==> src/rtl/insert_frame_length_header.sv <==
// Prefixes each frame with its FRAME_LENGTH_WIDTH length word (MSB byte first) through one output register.
// Optional INSERT_FRAME_LENGTH_CHECK_EN: compares the payload byte count with the length and pulses length_error.
module insert_frame_length_header #(
    parameter int DATA_WIDTH         = 8,
    parameter int FRAME_LENGTH_WIDTH = 16,
    parameter int KEEP_WIDTH         = DATA_WIDTH/8
) (
    input  logic                          clk,
    input  logic                          rst,
    input  logic [DATA_WIDTH-1:0]         s_axis_tdata,
    input  logic [KEEP_WIDTH-1:0]         s_axis_tkeep,
    input  logic                          s_axis_tvalid,
    output logic                          s_axis_tready,
    input  logic                          s_axis_tlast,
    input  logic [FRAME_LENGTH_WIDTH-1:0] s_axis_frame_length_tdata,
    input  logic                          s_axis_frame_length_tvalid,
    output logic                          s_axis_frame_length_tready,
    output logic [DATA_WIDTH-1:0]         m_axis_tdata,
    output logic [KEEP_WIDTH-1:0]         m_axis_tkeep,
    output logic                          m_axis_tvalid,
    input  logic                          m_axis_tready,
    output logic                          m_axis_tlast,
    output logic                          length_error
);
    localparam int H  = FRAME_LENGTH_WIDTH / DATA_WIDTH;
    localparam int CW = (H > 1) ? $clog2(H) : 1;

    typedef enum logic [1:0] {IDLE, HEADER, PAYLOAD} state_t;

    state_t                        state_q, state_d;
    logic [FRAME_LENGTH_WIDTH-1:0] len_q, len_d;
    logic [CW-1:0]                 hdr_cnt_q, hdr_cnt_d;
    logic                          started_q;
    logic [DATA_WIDTH-1:0]         tdata_q, tdata_d;
    logic [KEEP_WIDTH-1:0]         tkeep_q, tkeep_d;
    logic                          tvalid_q, tvalid_d;
    logic                          tlast_q, tlast_d;
    logic                          load;
    logic                          len_hs;
    logic                          pay_hs;
    logic [FRAME_LENGTH_WIDTH-1:0] hdr_shift;

    assign load                       = !tvalid_q || m_axis_tready;
    // started_q holds off the first length handshake until the second edge after reset release
    assign s_axis_frame_length_tready = started_q && (state_q == IDLE) && load;
    assign s_axis_tready              = (state_q == PAYLOAD) && load;
    assign len_hs                     = s_axis_frame_length_tvalid && s_axis_frame_length_tready;
    assign pay_hs                     = s_axis_tvalid && s_axis_tready;
    assign hdr_shift                  = len_q >> (DATA_WIDTH * (H - 1 - int'(hdr_cnt_q)));

    assign m_axis_tdata  = tdata_q;
    assign m_axis_tkeep  = tkeep_q;
    assign m_axis_tvalid = tvalid_q;
    assign m_axis_tlast  = tlast_q;

    always_comb begin
        state_d   = state_q;
        len_d     = len_q;
        hdr_cnt_d = hdr_cnt_q;
        tdata_d   = tdata_q;
        tkeep_d   = tkeep_q;
        tlast_d   = tlast_q;
        tvalid_d  = load ? 1'b0 : tvalid_q;
        case (state_q)
            IDLE: begin
                if (len_hs) begin
                    len_d     = s_axis_frame_length_tdata;
                    hdr_cnt_d = '0;
                    state_d   = HEADER;
                end
            end
            HEADER: begin
                if (load) begin
                    tdata_d  = hdr_shift[DATA_WIDTH-1:0];
                    tkeep_d  = '1;
                    tlast_d  = 1'b0;
                    tvalid_d = 1'b1;
                    if (hdr_cnt_q == CW'(H - 1)) state_d = PAYLOAD;
                    else                         hdr_cnt_d = hdr_cnt_q + 1'b1;
                end
            end
            PAYLOAD: begin
                if (pay_hs) begin
                    tdata_d  = s_axis_tdata;
                    tkeep_d  = s_axis_tkeep;
                    tlast_d  = s_axis_tlast;
                    tvalid_d = 1'b1;
                    if (s_axis_tlast) state_d = IDLE;
                end
            end
            default: state_d = IDLE;
        endcase
    end

    always_ff @(posedge clk or posedge rst) begin
        if (rst) begin
            state_q   <= IDLE;
            len_q     <= '0;
            hdr_cnt_q <= '0;
            started_q <= 1'b0;
            tdata_q   <= '0;
            tkeep_q   <= '0;
            tvalid_q  <= 1'b0;
            tlast_q   <= 1'b0;
        end else begin
            state_q   <= state_d;
            len_q     <= len_d;
            hdr_cnt_q <= hdr_cnt_d;
            started_q <= 1'b1;
            tdata_q   <= tdata_d;
            tkeep_q   <= tkeep_d;
            tvalid_q  <= tvalid_d;
            tlast_q   <= tlast_d;
        end
    end

`ifdef INSERT_FRAME_LENGTH_CHECK_EN
    logic [FRAME_LENGTH_WIDTH-1:0] byte_cnt_q, byte_cnt_d;
    logic                          err_q, err_d;
    logic [FRAME_LENGTH_WIDTH:0]   sum;
    logic [FRAME_LENGTH_WIDTH-1:0] sat;

    function automatic logic [FRAME_LENGTH_WIDTH:0] popcnt(input logic [KEEP_WIDTH-1:0] k);
        logic [FRAME_LENGTH_WIDTH:0] c;
        c = '0;
        for (int i = 0; i < KEEP_WIDTH; i++) c = c + {{FRAME_LENGTH_WIDTH{1'b0}}, k[i]};
        return c;
    endfunction

    assign sum = {1'b0, byte_cnt_q} + popcnt(s_axis_tkeep);
    assign sat = sum[FRAME_LENGTH_WIDTH] ? '1 : sum[FRAME_LENGTH_WIDTH-1:0];

    always_comb begin
        byte_cnt_d = byte_cnt_q;
        err_d      = 1'b0;
        if (len_hs) byte_cnt_d = '0;
        if (pay_hs) begin
            byte_cnt_d = sat;
            if (s_axis_tlast) err_d = (sat != len_q);
        end
    end

    // error registers alongside the tlast beat so both appear on the same cycle
    always_ff @(posedge clk or posedge rst) begin
        if (rst) begin
            byte_cnt_q <= '0;
            err_q      <= 1'b0;
        end else begin
            byte_cnt_q <= byte_cnt_d;
            err_q      <= err_d;
        end
    end

    assign length_error = err_q;
`else
    assign length_error = 1'b0;
`endif
endmodule

==> config.mk <==
export PLATFORM = sky130hd
export DESIGN_NAME = insert_frame_length_header
export DESIGN_NICKNAME = d
export VERILOG_FILES = /design/src/rtl/insert_frame_length_header.sv
export SDC_FILE = /design/constraint.sdc
export NUM_CORES = 1
export LEC_CHECK = 0
export CORE_UTILIZATION = 30
export DETAILED_ROUTE_END_ITERATION = 7
export PLACE_DENSITY = 0.64
export SLEW_MARGIN = 20
export SYNTH_ARGS = -nofsm -noshare
export SYNTH_HDL_FRONTEND = slang
export SYNTH_SLANG_ARGS = --single-unit
==> constraint.sdc <==
create_clock -name clk -period 1.9 [get_ports clk]
set_input_delay 0.38 -clock clk [delete_from_list [all_inputs] [get_ports clk]]
set_output_delay 0.38 -clock clk [all_outputs]
set_load 0.01 [all_outputs]
==> metrics, run 1 <==
total core area 4750 sq um; Post-Synthesis Cell Area 1500 sq um; drt via density 4.61; TritonCTS clock tree done; dpl ws -231 ps; clk_lat worst skew 280 ps; Seq/Total Area, Yosys 51.7%; Ys Warns 0; Post-synth EDFFs 0; I/O pins 45; Initial Utilization 31.6%; Hold Crit Class input port to async pin; Startpoint Class input port; power per standard cell area 1510 nW/um^2; total global-route track usage 13.6%; Adder-Cell Fraction of Synth Area 3.33%; share of cells above drive strength 1 28.4%; XOR/XNOR share of the synthesized area 0%; mux cell area share after synthesis 24.8%; row count 25; first-pass GRT wire length 5440 um; clock root buffer master clkbuf_8; cts bufs inserted 5; Remaining DRCs 0; grt met3 use 4.14%; tightest hold margin 485 ps; Synth Area in Compound Gates 7.25%; asr flop ratio synth 100%; Synth area leaders dfrtp_1, mux2_2, mux2i_1; clk slew on worst S/H paths 60 ps; met2 Usage GRT 24.7%; CP arrival 1450 ps; share of the synthesized area in the top cell type 51.7%; Total Die Area 5290 sq um; Leakage 0.978 nW; grt met1 use 15.0%; nets@finish 217; cell taking the most area after synthesis dfrtp_1; Crit. End Element primary output; final WL 3300 um; Fillers 467; ANT nets after route 0; Synth Net Count 158; Vias 1,152; Crit path required time 1520 ps; setup ws final 68.1 ps; DR iter-0 viols 31; Die Y 72.7 um; routed len/inst 13.2 um; Die X 72.7 um; Max H-tree Level 2; f_max 546 MHz; Max Clock Skew 1.10 ps; max cap viols 0; outcome finished clean; total congestion overflow 0; main combinational cell family by area after synthesis multiplexers; crit path max fanout 2; clock buffer depth 2; port bufs 43; clock sink count 31; largest net degree at the start of global routing 32; initial antenna violation count 0; final non-filler cell total 250; area delta synth->final 48.9%; number of global-route vias before repair 1,242; simple-gate portion of the synthesized area 8.58%; period utilisation layout 96.4%; ys flop type dfrtp_1; min Tclk post-route 1830 ps; Yosys cell types 27; peak supply drop 0.540 mV; Pre-Repair DR Iteration Count 4; count leader, synth dfrtp_1; final setup fails 0; Hold-fix buffers, CTS 0; DP HPWL 2490 um; RSZ-0062 raised after global routing false; cell count after synthesis 123; dpl cells 242; Setup CP Type input port to primary output; RePlAce Congestion 0.831; n_diodes 0; Final Hold Vio Count 0; max-slew violations 0; synth cell count leaders dfrtp_1, mux2_2, nand2_1, o21ai_0, mux2i_1; GRT Max-Usage Layer met2; Seq cells post-synth 31; Syn Area/Cell 12.2 sq um
## layout make-up
type | count | area (sq um) | area share (%)
Clock buffer | 6 | 82.6 | 3.69
Timing Repair Buffer | 58 | 557 | 24.9
Multi-Input combinational cell | 80 | 679 | 30.4
Tap cell | 67 | 83.8 | 3.75
Clock inverter | 2 | 35.0 | 1.57
Inverter | 6 | 22.5 | 1.01
Sequential cell | 31 | 776 | 34.7
## state kept, by name, summed over array words and instances (netlist names)
name and count:
len_q 16, m_axis_tdata 8, state_q 2, hdr_cnt_q 1
m_axis_tkeep 1, m_axis_tlast 1, m_axis_tvalid 1, started_q 1
## layout by cell type, fill, tap and decap left out, types with 2 or more instances in the layout
master / instances
a21oi_1: 2
buf_4: 13
clkbuf_8: 6
clkdlybuf4s50_1: 41
conb_1: 2
dfrtp_1: 31
dlygate4sd2_1: 2
ha_1: 4
inv_1: 6
mux2_1: 4
mux2_2: 21
mux2i_1: 9
nand2_1: 11
nor2_1: 4
o21ai_0: 11
## report_power, final
group / total, W / switching, W / leakage (nW) / internal, W
clock: 0.000659 / 0.000236 / 0.0612 / 0.000424
combinational: 0.00154 / 0.000640 / 0.545 / 0.000902
sequential: 0.00117 / 0.000192 / 0.372 / 0.000982
## path summary, 6_finish.rpt
| kind | startpoint | to | slack, ps | cells past startpoint |
|---|---|---|---|---|
| worst min register to register | len_q[4] | len_q[4] | 500 | 1 |
| worst min-delay path | rst | len_q[6] | 480 | 3 |
| worst max-delay path | m_axis_tready | s_axis_frame_length_tready | 70 | 4 |
| min in group clk | len_q[4] | len_q[4] | 500 | 1 |
| worst max register to register | state_q[0] | state_q[0] | 170 | 5 |
| max in group asynchronous | rst | m_axis_tdata[7] | 1120 | 3 |
## cells by family (layout without fill, tap and decap cells)
logic type | after synthesis | count (layout)
buffers and inverters | 12 | 72
AND/OR/NAND/NOR | 22 | 22
multiplexers | 34 | 34
other | 2 | 2
flip-flops | 31 | 31
AO/OA/AOI/OAI | 18 | 18
adder cells (fa/ha/maj) | 4 | 4
## per-stage QoR
stage / cell area [sq um] / utilization, % / setup TNS, ps / power (W)
6_report: 2240 / 47.0 / 0 / 0.00337
5_1_grt: 2240 / 47.0 / 0 / 0.00362
4_1_cts: 2220 / 46.7 / 0 / 0.00341
3_5_place_dp: 2100 / 44.3 / -2370 / 0.00274
3_3_place_gp: 2100 / 44.3 / -1390 / 0.00267
2_1_floorplan: 1500 / - / 0 / 0.00207
## routing by layer
metal / up-vias / part of all wire, %
met1: 559 / 40
li1: 543 / -
met4: 0 / 1.7
met2: 43 / 53
met3: 7 / 6.0
met5: - / 0
## worst max-delay path, stage by stage
cell             delay (ps)
clkdlybuf4s50_1         420
nand2b_4                160
and3_2                  220
dlygate4sd2_1           280
## what timing repair did
| item | 4_1_cts | 5_1_grt |
|---|---|---|
| setup buffers | 0 | 0 |
| endpoints found under the setup margin | 2 | 1 |
| pin swaps | 0 | 1 |
| resized for setup | 2 | 3 |
Power figures use the tool's default switching activity.
==> inputs of run 2 (changes only) <==
- CORE_UTILIZATION: 30 -> 46
- PLACE_DENSITY: 0.64 -> 0.87
==> run 2 against run 1 <==
  * First-iteration DRC count decreased by 3.2%
  * Count of clock-buffer cells in the layout increased by 2
  * Final area decreased by 0.39%
  * Combinational power increased by 16%
  * Fmax decreased by 2.8%
==> metrics, run 2 (synthesis gave the netlist of run 1 again) <==
Worst Reg-to-Reg Cells 6; Startpoint Class input port; DR iter-0 viols 30; Remaining DRCs 0; Die X 59.1 um; Total Die Area 3500 sq um; peak supply drop 0.692 mV; cell count along the critical path 7; CP bufs+invs 3; initial antenna violation count 0; Crit path required time 2130 ps; total global-route track usage 22.6%; commonest non-fill, non-tap cells in the layout clkdlybuf4s50_1, dfrtp_1, mux2_2, buf_4; routed len/inst 15.2 um; clock sink count 31; Hold-fix buffers, CTS 0; Setup CP Type input port to register; f_max 531 MHz; final non-filler cell total 231; drt via density 5.08; n_diodes 0; RSZ-0062 raised after global routing true; number of global-route vias before repair 1,254; power per standard cell area 1530 nW/um^2; Vias 1,173; I/O pins 45; setup ws final 15.6 ps; TritonCTS clock tree done; Crit. End Element register; period utilisation layout 99.2%; total congestion overflow 0; cts bufs inserted 5; CP peak stage delay 470 ps; worst-path cell chain clkdlybuf4s50_1 > nand2b_4 > buf_6 > nand3_4 > a222oi_1 > buf_4 > mux2_4; Reg with most FFs len_q; Max H-tree Level 2; Final Hold Vio Count 0; final WL 3510 um; port bufs 43; crit-path leading delay family buffers and inverters; CP arrival 2120 ps; tightest hold margin 412 ps; max cap viols 0; total negative setup slack 0 ps; Die Y 59.1 um; max reg flops 16; clock root buffer master clkbuf_4; RePlAce Congestion 0.857; min Tclk post-route 1880 ps; clk slew on worst S/H paths 100 ps; crit path max fanout 5; first-pass GRT wire length 5620 um; area delta synth->final 48.3%; commonest non-fill, non-tap cell in the layout clkdlybuf4s50_1; outcome finished clean; row count 20; final setup fails 0; Initial Utilization 48.8%; clock buffer depth 2; Pre-Repair DR Iteration Count 4; max-slew violations 0; largest net degree at the start of global routing 32; dpl cells 218; dpl ws -344 ps; CP max stage cell clkdlybuf4s50_1; clk_lat worst skew 330 ps; nets@finish 221; Max Clock Skew 13.6 ps; share of cells above drive strength 1 31.6%; DP HPWL 2510 um; Leakage 0.977 nW; total core area 3080 sq um; ANT nets after route 0; Hold Crit Class input port to async pin
==> run 2: per-layer routing <==
layer,part of all wire (%),vias up,GRT usage [%]
li1,-,552,-
met1,40,573,26.1
met2,53,34,38.0
met3,3.8,14,6.11
met4,3.5,0,12.2
met5,0,-,0
==> run 2: cell type report <==
class | count | area [sq um]
fill | 215 | 851
sequential | 31 | 776
multi-input combinational | 80 | 693
timing repair buffer | 62 | 612
clock buffer | 8 | 68.8
tap | 44 | 55.1
inverter | 6 | 22.5
==> run 2: metrics by stage <==
| stage | area [sq um] | power (W) | util [%] |
|---|---|---|---|
| 3_3_place_gp | 2080 | 0.00266 | 67.6 |
| 4_1_cts | 2180 | 0.00328 | 70.8 |
| 2_1_floorplan | 1500 | 0.00207 | - |
| 3_5_place_dp | 2080 | 0.00277 | 67.6 |
| 6_report | 2230 | 0.00340 | 72.4 |
| 5_1_grt | 2230 | 0.00362 | 72.4 |
==> run 2: path summary, 6_finish.rpt <==
path	from	end	slack [ps]
max reg2reg	state_q[1]	state_q[0]	40
min reg2reg	len_q[4]	len_q[4]	510
min in group clk	len_q[4]	len_q[4]	510
max	m_axis_tready	state_q[0]	20
min	rst	m_axis_tdata[3]	410
max in group asynchronous	rst	len_q[2]	1190
==> run 2: worst reg2reg max path, cell delays in order (launching register included) <==
cell and delay, ps:
dfrtp_1 410, buf_6 130, ha_4 170, buf_8 140, a222oi_1 410, buf_4 200, mux2_4 290
==> run 2: timing repair <==
item                       4_1_cts  5_1_grt
pin swaps                        1        1
setup endpoints to repair        3        3
buffers inserted                 4        1
gates resized for setup          3       11
cloned                           0        0
==> run 2: where the power goes <==
| part | total [W] | switching, W | internal [W] |
|---|---|---|---|
| sequential | 0.00118 | 0.000203 | 0.000979 |
| clock | 0.000434 | 0.000217 | 0.000218 |
| combinational | 0.00179 | 0.000739 | 0.00105 |
| total | 0.00340 | 0.00116 | 0.00224 |
